--- src/rtl/tlul_data_integ_enc_fifo.sv ---
// Encodes 32-bit data beats with the inverted 39/32 Hsiao SECDED code and
// queues the {ecc, data} words, plus sideband, in a small FIFO. A one-shot
// XOR mask can be armed to corrupt exactly one future beat.
//
// Handshake: a beat moves on a side only in a cycle where that side's valid
// and ready are both high at the rising clock edge. valid never depends on
// ready, and out_valid_o/out_data_intg_o/out_user_o hold while the head is
// stalled.
module tlul_data_integ_enc_fifo #(
    parameter int Depth    = 2,
    parameter int UserW    = 1,
    parameter bit EnInject = 1'b1
) (
    input  logic             clk_i,
    input  logic             rst_i,
    input  logic             in_valid_i,
    output logic             in_ready_o,
    input  logic [31:0]      in_data_i,
    input  logic [UserW-1:0] in_user_i,
    output logic             out_valid_o,
    input  logic             out_ready_i,
    output logic [38:0]      out_data_intg_o,
    output logic [UserW-1:0] out_user_o,
    input  logic             inj_req_i,
    input  logic [38:0]      inj_mask_i,
    output logic             inj_pending_o,
    output logic [4:0]       level_o
);

    localparam int          PtrW    = (Depth > 1) ? $clog2(Depth) : 1;
    localparam logic [4:0]  DepthL  = 5'(Depth);
    localparam logic [PtrW-1:0] LastPtr = PtrW'(Depth - 1);

    // Inverted SECDED 39/32 encoder; inversion keeps all-zero words illegal.
    function automatic logic [38:0] secded_inv_39_32_enc(input logic [31:0] d);
        logic [38:0] w;
        w     = {7'd0, d};
        w[32] = ^(w & 39'h00_2606_BD25);
        w[33] = ^(w & 39'h00_DEBA_8050);
        w[34] = ^(w & 39'h00_413D_89AA);
        w[35] = ^(w & 39'h00_3123_4ED1);
        w[36] = ^(w & 39'h00_C2C1_323B);
        w[37] = ^(w & 39'h00_2DCC_624C);
        w[38] = ^(w & 39'h00_9850_5586);
        w     = w ^ 39'h2A_0000_0000;
        return w;
    endfunction

    logic [38:0]      data_mem_q [Depth];
    logic [UserW-1:0] user_mem_q [Depth];
    logic [PtrW-1:0]  wr_ptr_q, wr_ptr_d;
    logic [PtrW-1:0]  rd_ptr_q, rd_ptr_d;
    logic [4:0]       level_q, level_d;
    logic             armed_q, armed_d;
    logic [38:0]      mask_q, mask_d;
    logic             push, pop;
    logic [38:0]      wr_word;

    assign in_ready_o      = ~rst_i & (level_q != DepthL);
    assign out_valid_o     = (level_q != 5'd0);
    assign push            = in_valid_i & in_ready_o;
    assign pop             = out_valid_o & out_ready_i;
    assign out_data_intg_o = out_valid_o ? data_mem_q[rd_ptr_q] : 39'd0;
    assign out_user_o      = out_valid_o ? user_mem_q[rd_ptr_q] : '0;
    assign inj_pending_o   = armed_q;
    assign level_o         = level_q;

    // Next pointers, occupancy, injection arming and the word to store.
    always_comb begin
        wr_ptr_d = wr_ptr_q;
        rd_ptr_d = rd_ptr_q;
        level_d  = level_q;
        armed_d  = armed_q;
        mask_d   = mask_q;
        wr_word  = secded_inv_39_32_enc(in_data_i);

        if (push) wr_ptr_d = (wr_ptr_q == LastPtr) ? '0 : wr_ptr_q + 1'b1;
        if (pop)  rd_ptr_d = (rd_ptr_q == LastPtr) ? '0 : rd_ptr_q + 1'b1;

        case ({push, pop})
            2'b10:   level_d = level_q + 5'd1;
            2'b01:   level_d = level_q - 5'd1;
            default: level_d = level_q;
        endcase

        if (EnInject) begin
            // The armed mask belongs to the first push after arming; a new
            // request in the same cycle re-arms for a later beat.
            if (push && armed_q) begin
                wr_word = wr_word ^ mask_q;
                armed_d = 1'b0;
            end
            if (inj_req_i) begin
                armed_d = 1'b1;
                mask_d  = inj_mask_i;
            end
        end else begin
            armed_d = 1'b0;
            mask_d  = 39'd0;
        end
    end

    // Control state registers.
    always_ff @(posedge clk_i or posedge rst_i) begin
        if (rst_i) begin
            wr_ptr_q <= '0;
            rd_ptr_q <= '0;
            level_q  <= 5'd0;
            armed_q  <= 1'b0;
            mask_q   <= 39'd0;
        end else begin
            wr_ptr_q <= wr_ptr_d;
            rd_ptr_q <= rd_ptr_d;
            level_q  <= level_d;
            armed_q  <= armed_d;
            mask_q   <= mask_d;
        end
    end

    // FIFO storage, written on push only.
    always_ff @(posedge clk_i or posedge rst_i) begin
        if (rst_i) begin
            for (int i = 0; i < Depth; i++) begin
                data_mem_q[i] <= 39'd0;
                user_mem_q[i] <= '0;
            end
        end else if (push) begin
            data_mem_q[wr_ptr_q] <= wr_word;
            user_mem_q[wr_ptr_q] <= in_user_i;
        end
    end

endmodule

--- config.mk ---
export PLATFORM = sky130hd
export DESIGN_NAME = tlul_data_integ_enc_fifo
export DESIGN_NICKNAME = d
export VERILOG_FILES = /design/src/rtl/tlul_data_integ_enc_fifo.sv
export SDC_FILE = /design/constraint.sdc
export NUM_CORES = 1
export LEC_CHECK = 0
export ABC_AREA = 1
export CORE_MARGIN = 2
export CORE_UTILIZATION = 40
export CTS_BUF_LIST = sky130_fd_sc_hd__clkbuf_4
export DETAILED_ROUTE_END_ITERATION = 7
export DONT_BUFFER_PORTS = 1
export PLACE_DENSITY = 0.52
export REMOVE_ABC_BUFFERS = 1
export SLEW_MARGIN = 40
export SYNTH_ARGS = -nofsm -noshare
export SYNTH_HDL_FRONTEND = slang
export SYNTH_SLANG_ARGS = --single-unit
--- constraint.sdc ---
create_clock -name clk_i -period 8.6 [get_ports clk_i]
set_clock_uncertainty 0.05 [all_clocks]
set_input_delay 0 -clock clk_i [delete_from_list [all_inputs] [get_ports clk_i]]
set_output_delay 0 -clock clk_i [all_outputs]
set_load 0.005 [all_outputs]
==> summary.txt, run 1 <==
Layout
  – Syn-to-layout area delta: 25.8%
  – Final cell count without fillers: 1,619
  – Ratio of cells with drive above 1 in the final layout: 4.51%
  – Nets: 1,423

Drt
  – Detailed Route Iter0 Violations: 368
  – Pre-antenna DRT Iters: 7
  – Detailed Route WL: 22,400 µm
  – DRT antenna net count: 0
  – Routed via count: 7,477
  – Via/cell ratio: 4.62
  – Average wire per standard cell: 13.8 µm
  – DRC Markers: 0

STA
  – Final setup TNS: 0 ns
  – Rel. slew slack: 48.1%
  – RSZ-0062 raised after global routing: no
  – Fin. Hold Viols: 0
  – Period minus WS final: 2.81 ns
  – Period utilisation layout: 32.7%
  – Finish-stage setup viols: 0
  – F_max: 0.356 GHz
  – Fin. max-slew vios: 0
  – Slew @ Worst Pin: 0.778 ns

Setup path
  – Most frequent CP cell: nand2_1
  – Slowest cell on crit path: dfrtp_1
  – R2R Setup Slk: 5.79 ns
  – Slowest Stage Delay on Critical Path: 0.52 ns
  – Crit. End Element: register
  – Critical Path RT: 9.00 ns
  – CP Launch Type: register
  – Critical Path AT: 3.21 ns
  – Worst-path fanout max: 42
  – Critical-path cell list: nand3b_1 -> buf_4 -> nand2_1 -> inv_1 -> ha_1 -> xor2_1 -> ha_1 -> inv_1 -> nand2_1 -> nand2_1 -> nand2_1 -> a21oi_1 -> xor2_1 -> nand2_1 -> nand2_1
  – Type of the worst setup path: reg2reg

Placement
  – IO Port Bufs: 0
  – DP Cell Count: 1,433
  – Post-DP HPWL: 13,600 µm
  – Final RePlAce weighted congestion: 0.802

Logic synthesis
  – Synth Cell Area: 7900 µm²
  – Count leader, synth: nand2_1
  – YS warnings: 0
  – Number of flops mapped to enable cells by yosys: 0
  – Post-synth top cells: 576 x nand2_1, 180 x inv_1, 127 x dfrtp_1
  – Most used DFF post-synth: dfrtp_1
  – Area contributors post-synth: dfrtp_1 40%, nand2_1 27%, inv_1 8.6%
  – Cells after Synth: 1,213
  – Sequential area share after synthesis: 40.2%
  – Mean post-synth cell area: 6.51 µm²
  – Synth Register Bits: 127
  – Synth area leader: dfrtp_1
  – FFs w/ async S/R, synth: 100%
  – Share of the synthesized area in the top cell type: 40.2%
  – Netlist cell types: 25

Clocking
  – CTS clk-pin slew, worst paths: 0.12 ns
  – CTS buffer count: 17
  – CTS Root Cell: clkbuf_4
  – Clock latency on the worst-skew pair: 0.54 ns
  – CTS tree: done
  – Clock Sinks: 127
  – # resized after CTS: 0
  – H-tree depth: 4
  – Clock buffer depth: 2

Power
  – Leak: 5.50 nW
  – Peak supply drop: 0.000109 V
  – PwrDens: 229 nW/µm²
  – Final total power: 2.28 mW

Worst hold path
  – HP Class: in2reg

Global route
  – Vias in the first global route: 7,248
  – First-pass GRT wire length: 35,900 µm
  – Initial antenna violation count: 1
  – Grt ovf: 0
  – Largest net degree at the start of global routing: 80
  – Gr usage total: 22.4%

Die
  – Die area: 20,900 µm²
  – Initial Util: 40.7%
  – Io pins: 125
  – Die span in y: 145 µm
  – Die W: 145 µm
  – # rows: 51
  – Core Region: 19,400 µm²

Run
  – Max Cap Viol: 0

Run status
  – Status: finished clean
## routing by layer
| layer | global-route usage, % | vias to the layer above | part of all wire, % |
|---|---|---|---|
| li1 | - | 3884 | - |
| met1 | 28.8 | 3451 | 46 |
| met2 | 38.7 | 127 | 48 |
| met3 | 5.10 | 15 | 4.2 |
| met4 | 4.65 | 0 | 0.87 |
| met5 | 0 | - | 0 |
## state kept, by name, indices dropped and copies added (netlist names)
| register | cells |
|---|---|
| data_mem_q | 78 |
| mask_q | 39 |
| level_o | 5 |
| user_mem_q | 2 |
| inj_pending_o | 1 |
| rd_ptr_q | 1 |
| wr_ptr_q | 1 |
## power breakdown
part,internal [mW],switching [mW]
Clock,0.208,0.221
Sequential,0.814,0.103
Combinational,0.341,0.592
Total,1.36,0.916
## worst max-delay path, delay by kind of cell (launching register included)
kind                       cells  cell delay [ns]
AOI/OAI and AO/OA              1             0.07
xor gates and xnor gates       2             0.37
adders and majority gates      2             0.44
buffers and inverters          3             0.61
DFF                            1             0.52
and+or+nand+nor                7             0.65
## kinds of logic (layout without fill, tap and decap cells)
family                     after synthesis  after routing  share of synthesized area (%)
DFF                                    127            127                           40.2
adders and majority gates                4              4                          0.634
buffers and inverters                  236            376                           12.1
AOI/OAI and AO/OA                      110            110                           7.00
and+or+nand+nor                        687            687                           34.6
other                                    0              1                              0
xor gates and xnor gates                49             49                           5.43
## final timing paths
check	from	cells after the start	to
max	level_o[1]	15	level_o[4]
max in group asynchronous	rst_i	4	mask_q[23]
max reg2reg	level_o[1]	15	level_o[4]
min reg2reg	user_mem_q[0]	2	user_mem_q[0]
min	in_data_i[28]	8	data_mem_q[35]
min in group asynchronous	rst_i	3	mask_q[36]
## final cells by class
class                           count  area (µm²)
Multi-Input combinational cell    850        3770
Antenna cell                        1        2.50
Timing Repair Buffer              162        1680
Inverter                          184         698
Sequential cell                   127        3180
Tap cell                          265         332
Fill cell                        2026        9460
Clock buffer                       21         158
Clock inverter                      9         119
## repair_timing
| action | in CTS | in global routing |
|---|---|---|
| hold endpoints to repair | 238 | 0 |
| setup endpoints to repair | 0 | 0 |
| hold buffers | 155 | 0 |
| buffers inserted | 0 | 0 |
## cells in the final DEF, fill, tap and decap left out, types with 14 or more instances in the layout
cell,n
nand2_1,576
inv_1,178
dlygate4sd3_1,153
dfrtp_1,126
o21ai_0,85
nand3_1,60
xor2_1,43
nor2_1,30
o21ai_1,23
clkbuf_4,21
nor2_2,14
## per-stage QoR
step / hold WS, ns / setup WS, ns / util, % / instance area [µm²]
6_report: 0.0325 / 5.79 / 51.2 / 9940
5_1_grt: 0.0281 / 5.49 / 51.2 / 9940
4_1_cts: 0.000473 / 5.79 / 51.2 / 9930
3_5_place_dp: -0.0462 / 5.81 / 41.6 / 8080
3_3_place_gp: -0.0378 / 5.88 / 41.3 / 8020
2_1_floorplan: 0.0423 / 3.09 / - / 7630
(Power assumes the default switching activity.)
==> run 2: changes to the inputs <==
--- a/config.mk
+++ b/config.mk
@@ -11,7 +11,7 @@
 export CTS_BUF_LIST = sky130_fd_sc_hd__clkbuf_4
 export DETAILED_ROUTE_END_ITERATION = 7
 export DONT_BUFFER_PORTS = 1
-export PLACE_DENSITY = 0.52
+export PLACE_DENSITY = 0.54
 export REMOVE_ABC_BUFFERS = 1
 export SLEW_MARGIN = 40
 export SYNTH_ARGS = -nofsm -noshare
==> constraint.sdc (replaced) <==
create_clock -name clk_i -period 2.33 [get_ports clk_i]
set_clock_uncertainty 0.05 [all_clocks]
set_input_delay 0 -clock clk_i [delete_from_list [all_inputs] [get_ports clk_i]]
set_output_delay 0 -clock clk_i [all_outputs]
set_load 0.005 [all_outputs]
==> run 2 against run 1 <==
Effect of this change: sequential power rose to 3.7 times the previous value; final area grew 0.34%; worst setup slack got worse by 5.6 ns.
==> summary.txt, run 2 (synthesized netlist as in run 1, its figures left out) <==
Layout
  – Seq. cell area: 3180 µm² (unchanged)
  – Commonest non-fill, non-tap cell in the layout: nand2_1
  – Max reg flops: 78 (unchanged)
  – Final instance area: 9970 µm² (+0.34%)
  – Syn-to-layout area delta: 26.2%
  – Ratio of cells with drive above 1 in the final layout: 5.71% (+1.2 points)
  – Nets: 1,433 (+0.70%)
  – Top reg by flops: data_mem_q
  – Commonest non-fill, non-tap cells in the layout: 575 x nand2_1, 177 x inv_1, 154 x dlygate4sd3_1
  – Layout fillers: 2,034 (+0.39%)
  – Area of the multi-input gates: 3790 µm² (+0.50%)

STA
  – Rel. slew slack: 54.0% (+5.9 points)
  – Hold_ws: 0.0367 ns (+0.00426 ns)
  – Period utilisation layout: 92.4% (+60 points)
  – Slew @ Worst Pin: 0.690 ns (-0.0881 ns)
  – Fin. Hold Viols: 0 (unchanged)
  – Fin. max-slew vios: 0 (unchanged)
  – Finish-stage setup viols: 0 (unchanged)
  – Period minus WS final: 2.15 ns (-0.655 ns)
  – F_max: 0.464 GHz (+30%)

Global route
  – Gr usage total: 22.6% (+0.18 points)
  – Initial antenna violation count: 1 (unchanged)
  – Grt ovf: 0 (unchanged)
  – Vias in the first global route: 7,473 (+3.1%)
  – Largest net degree at the start of global routing: 80 (unchanged)
  – First-pass GRT wire length: 36,300 µm (+1.0%)

Drt
  – Detailed Route Iter0 Violations: 315 (-14%)
  – Detailed Route WL: 22,400 µm (about the same)
  – Routed via count: 7,554 (+1.0%)
  – DRT antenna net count: 0 (unchanged)
  – Via/cell ratio: 4.63 (+0.29%)
  – Average wire per standard cell: 13.7 µm (-0.82%)
  – Pre-antenna DRT Iters: 4 (-3)
  – DRC Markers: 0 (unchanged)

Setup path
  – Type of the worst setup path: reg2reg
  – Slowest cell on crit path: dfrtp_1
  – Critical-path cell list: nor2_2 -> nand3b_1 -> nand2_2 -> inv_2 -> ha_4 -> xor2_1 -> ha_1 -> inv_1 -> nand2_1 -> nand2_1 -> nand2_1 -> a21oi_2 -> xor2_1 -> nand2_1 -> nand2_1
  – Critical Path RT: 2.76 ns (-6.24 ns)
  – Crit. End Element: register
  – Top delay family on crit path: simple AND/OR/NAND/NOR gates
  – Worst-path fanout max: 4 (-90%)
  – Critical Path AT: 2.58 ns (-0.63 ns)
  – Most frequent CP cell: nand2_1
  – CP Launch Type: register
  – Slowest Stage Delay on Critical Path: 0.40 ns (-0.12 ns)
  – CP Buf/Inv Count: 2 (-1)

Placement
  – IO Port Bufs: 0 (unchanged)
  – Placed Area: 8120 µm² (+0.57%)
  – Post-DP HPWL: 13,800 µm (+1.5%)
  – Final RePlAce weighted congestion: 0.849 (+5.9%)

Clocking
  – Clock Sinks: 127 (unchanged)
  – Clock latency on the worst-skew pair: 0.55 ns (about the same)
  – CTS tree: done
  – CTS buffer count: 17 (unchanged)
  – CTS Root Cell: clkbuf_4
  – Clock buffer depth: 2 (unchanged)
  – H-tree depth: 4 (unchanged)
  – CTS clk-pin slew, worst paths: 0.12 ns (about the same)

Power
  – Leak: 5.52 nW (+0.40%)
  – PwrDens: 839 nW/µm² (+270%)
  – Final total power: 8.37 mW (+270%)
  – Peak supply drop: 0.000396 V (+260%)

Run
  – Max Cap Viol: 0 (unchanged)

Die
  – # rows: 51 (unchanged)
  – Die W: 145 µm (unchanged)
  – Core Region: 19,400 µm² (unchanged)
  – Io pins: 125 (unchanged)
  – Die area: 20,900 µm² (unchanged)
  – Initial Util: 40.7% (unchanged)
  – Die span in y: 145 µm (unchanged)

Worst hold path
  – HP Class: in2reg

Run status
  – Status: finished clean
-- run 2: cell types whose count changed in the layout (fill, tap and decap cells not counted), sizes merged --
cell,delta
buf,+9
clkbuf,-1
clkinv,+5
inv,-1
dlygate4sd3,+1
clkinvlp,+1
bufinv,-2
-- run 2: what timing repair did --
action,4_1_cts,5_1_grt
setup endpoints to repair,0,1
endpoints found under the hold margin,251,0
setup buffers,0,1
resized for setup,0,5
hold buffers,155,0
-- run 2: final timing paths --
check / start / slack, ns / end / cells after the start
max: level_o[2] / 0.18 / level_o[4] / 15
max reg2reg: level_o[2] / 0.18 / level_o[4] / 15
min reg2reg: data_mem_q[32] / 0.44 / data_mem_q[32] / 2
min in group asynchronous: rst_i / 0.14 / inj_pending_o / 3
max in group asynchronous: rst_i / 0.62 / data_mem_q[8] / 5
min: in_data_i[28] / 0.04 / data_mem_q[33] / 8
-- run 2: cell type report --
| type | count | area share [%] |
|---|---|---|
| inverter | 184 | 6.99 |
| multi-input combinational | 850 | 38.0 |
| tap | 265 | 3.33 |
| clock buffer | 20 | 1.51 |
| clock inverter | 12 | 0.966 |
| sequential | 127 | 31.9 |
| antenna | 1 | 0.0251 |
| timing repair buffer | 172 | 17.3 |
-- run 2: power breakdown --
group | leakage [nW] | switching, mW | internal [mW]
sequential | 1.56 | 0.414 | 3.00
clock | 0.140 | 0.875 | 0.551
combinational | 3.82 | 2.18 | 1.34
-- run 2: worst reg2reg max path, stage by stage (launching register included) --
cell and delay, ns:
dfrtp_1 0.40, nor2_2 0.15, nand3b_1 0.15, nand2_2 0.12
inv_2 0.06, ha_4 0.17, xor2_1 0.15, ha_1 0.18
inv_1 0.04, nand2_1 0.06, nand2_1 0.08, nand2_1 0.07
a21oi_2 0.14, xor2_1 0.15, nand2_1 0.07, nand2_1 0.05
-- run 2: routing by layer --
layer / vias to the layer above / wire, µm / GRT usage [%]
met5: - / 0 / 0
met3: 28 / 928 / 3.87
met2: 142 / 10700 / 39.6
met1: 3471 / 10400 / 28.2
met4: 0 / 387 / 7.46
li1: 3913 / - / -
-- run 2: metrics by stage --
step	worst slack [ns]	TNS, ns	utilization [%]	cells
floorplan	-3.18	-405.73	-	1161
global placement	0.142	0	41.9	1442
detailed placement	0.106	0	41.9	1442
CTS	0.0685	0	51.2	1629
global route	-0.00392	-0.00392	51.4	1631
finish	0.177	0	51.4	1631
==> run 3: changes to the inputs <==
--- a/config.mk
+++ b/config.mk
@@ -7,12 +7,13 @@
 export LEC_CHECK = 0
 export ABC_AREA = 1
 export CORE_MARGIN = 2
-export CORE_UTILIZATION = 40
+export CORE_UTILIZATION = 60
 export CTS_BUF_LIST = sky130_fd_sc_hd__clkbuf_4
 export DETAILED_ROUTE_END_ITERATION = 7
 export DONT_BUFFER_PORTS = 1
-export PLACE_DENSITY = 0.54
+export PLACE_DENSITY = 0.77
 export REMOVE_ABC_BUFFERS = 1
+export SETUP_SLACK_MARGIN = 0.4
 export SLEW_MARGIN = 40
 export SYNTH_ARGS = -nofsm -noshare
 export SYNTH_HDL_FRONTEND = slang
==> run 3 against run 2 <==
Effect of this change: cell count decreased by 3.9%; global-route usage increased by 11 points; sequential power increased by 1%; core utilization increased by 32 points; routed wire length increased by 19%; total power increased by 20%; non-clock buffer count increased by 28; via count increased by 12%; worst setup slack got worse by 0.089 ns; critical path depth unchanged; critical path type unchanged.
==> summary.txt, run 3 (synthesized netlist as in run 1, its figures left out) <==
Power
  – Final total power: 10.0 mW (+20%)
  – Peak supply drop: 0.000592 V (+49%)
  – PwrDens: 939 nW/µm² (+12%)
  – Leak: 5.75 nW (+4.3%)

Global route
  – Grt ovf: 0 (unchanged)
  – Gr usage total: 33.5% (+11 points)
  – Initial antenna violation count: 1 (unchanged)
  – Vias in the first global route: 7,972 (+6.7%)
  – Largest net degree at the start of global routing: 80 (unchanged)
  – First-pass GRT wire length: 37,700 µm (+3.8%)

Die
  – Die span in y: 119 µm (-18%)
  – Core Region: 12,700 µm² (-34%)
  – Io pins: 125 (unchanged)
  – # rows: 41 (-20%)
  – Die W: 119 µm (-18%)
  – Die area: 14,100 µm² (-33%)
  – Initial Util: 62.1% (+21 points)

Layout
  – Nets: 1,462 (+2.0%)
  – Syn-to-layout area delta: 35.1%
  – Commonest non-fill, non-tap cell in the layout: nand2_1
  – Area of the multi-input gates: 4170 µm² (+10%)
  – Seq. cell area: 3180 µm² (about the same)
  – Top reg by flops: data_mem_q
  – Final cell count without fillers: 1,567 (-3.9%)
  – Max reg flops: 78 (unchanged)
  – Ratio of cells with drive above 1 in the final layout: 13.8% (+8.1 points)
  – Layout fillers: 804 (-60%)
  – Commonest non-fill, non-tap cells in the layout: 532 x nand2_1, 156 x dlygate4sd3_1, 136 x inv_1

Drt
  – Via/cell ratio: 5.40 (+17%)
  – Routed via count: 8,460 (+12%)
  – Pre-antenna DRT Iters: 5 (+1)
  – DRT antenna net count: 0 (unchanged)
  – Detailed Route WL: 26,600 µm (+19%)
  – Detailed Route Iter0 Violations: 811 (+160%)
  – Average wire per standard cell: 17.0 µm (+24%)
  – DRC Markers: 0 (unchanged)

Clocking
  – Clock Sinks: 127 (unchanged)
  – CTS tree: done
  – CTS clk-pin slew, worst paths: 0.11 ns (about the same)
  – CTS Root Cell: clkbuf_4
  – H-tree depth: 4 (unchanged)
  – Clock latency on the worst-skew pair: 0.57 ns (+0.02 ns)
  – CTS buffer count: 17 (unchanged)
  – Clock buffer depth: 2 (unchanged)

Setup path
  – Critical Path RT: 2.78 ns (+0.02 ns)
  – Type of the worst setup path: reg2reg
  – Crit. End Element: register
  – Critical Path AT: 2.69 ns (+0.11 ns)
  – CP Launch Type: register
  – Worst-path fanout max: 4 (unchanged)

Run status
  – Status: finished clean

Placement
  – Final RePlAce weighted congestion: 0.882 (+3.8%)
  – IO Port Bufs: 0 (unchanged)
  – DP Cell Count: 1,350 (-6.4%)
  – Post-DP HPWL: 12,900 µm (-6.5%)

STA
  – Fin. max-slew vios: 0 (unchanged)
  – Rel. slew slack: 54.7% (+0.67 points)
  – F_max: 0.446 GHz (-4.0%)
  – RSZ-0062 raised after global routing: yes
  – Period minus WS final: 2.24 ns (+0.0889 ns)
  – Period utilisation layout: 96.2% (+3.8 points)
  – Slew @ Worst Pin: 0.680 ns (-0.0101 ns)
  – Finish-stage setup viols: 0 (unchanged)
  – Fin. Hold Viols: 0 (unchanged)

Run
  – Max Cap Viol: 0 (unchanged)

Worst hold path
  – HP Class: in2reg
==> run 3: changes by cell type in the layout (fill, tap and decap cells not counted), moves of 4 or more <==
cell / change
inv_2: +41
clkbuf_16: +6
o21ai_1: +18
buf_12: +6
nand2_4: +40
buf_6: +4
buf_4: +8
o21ai_0: -18
nand2_1: -43
inv_1: -41
==> run 3: where the power goes <==
group          switching (mW)  total (mW)  leakage, nW  internal (mW)
logic                    3.10        5.15         4.06           2.05
registers               0.458        3.47         1.56           3.01
clock network           0.827        1.39        0.135          0.564
==> run 3: worst paths after layout <==
path,start,end,slack (ns),cells after the start
setup / recovery,level_o[3],level_o[4],0.09,15
max in group asynchronous,rst_i,data_mem_q[36],1.24,3
setup reg to reg,level_o[3],level_o[4],0.09,15
hold / removal,in_data_i[7],data_mem_q[38],0.03,9
hold reg to reg,data_mem_q[11],data_mem_q[11],0.44,2
min in group asynchronous,rst_i,data_mem_q[26],0.13,3
==> run 3: worst max-delay path, cell delays in order, from the launching register on <==
cell	delay, ns
dfrtp_1	0.45
nor2_2	0.13
nand3b_1	0.16
nand2_2	0.11
inv_2	0.06
ha_4	0.17
xor2_2	0.15
ha_2	0.18
inv_2	0.04
nand2_2	0.05
nand2_2	0.08
nand2_2	0.06
a21oi_2	0.13
xor2_1	0.19
nand2_1	0.08
nand2_1	0.08
==> run 3: cell type report <==
type                            instances  area share [%]
Antenna cell                            1          0.0235
Clock buffer                           22            1.55
Clock inverter                         10           0.669
Inverter                              184            6.57
Multi-Input combinational cell        851            39.1
Sequential cell                       127            29.8
Tap cell                              172            2.02
Timing Repair Buffer                  200            20.2
==> run 3: stage by stage <==
stage	setup WS (ns)	utilization (%)	TNS (ns)	cell area (µm²)	hold slack, ns
3_3_place_gp	0.112	63.1	0	8030	-0.257
5_1_grt	-0.0197	83.9	-0.0197	10700	0.0538
6_report	0.0879	83.9	0	10700	0.0255
3_5_place_dp	0.0246	63.1	0	8030	-0.256
2_1_floorplan	-3.18	-	-405.73	7630	0.0423
4_1_cts	0.135	78.3	0	9960	0.00173
==> run 3: what timing repair did <==
| item | 4_1_cts | 5_1_grt |
|---|---|---|
| pin swaps | 10 | 16 |
| hold buffers | 156 | 1 |
| endpoints found under the hold margin | 251 | 43 |
| buffers inserted | 7 | 10 |
| cloned | 0 | 10 |
| endpoints found under the setup margin | 61 | 124 |
| gates resized for setup | 12 | 166 |
==> run 3: routing by layer <==
metal | wire [µm] | share of wire, % | GRT usage (%)
met1 | 9960 | 37 | 39.6
met2 | 13100 | 49 | 58.4
met3 | 2280 | 8.6 | 8.06
met4 | 1190 | 4.5 | 13.8
met5 | 0 | 0 | 0
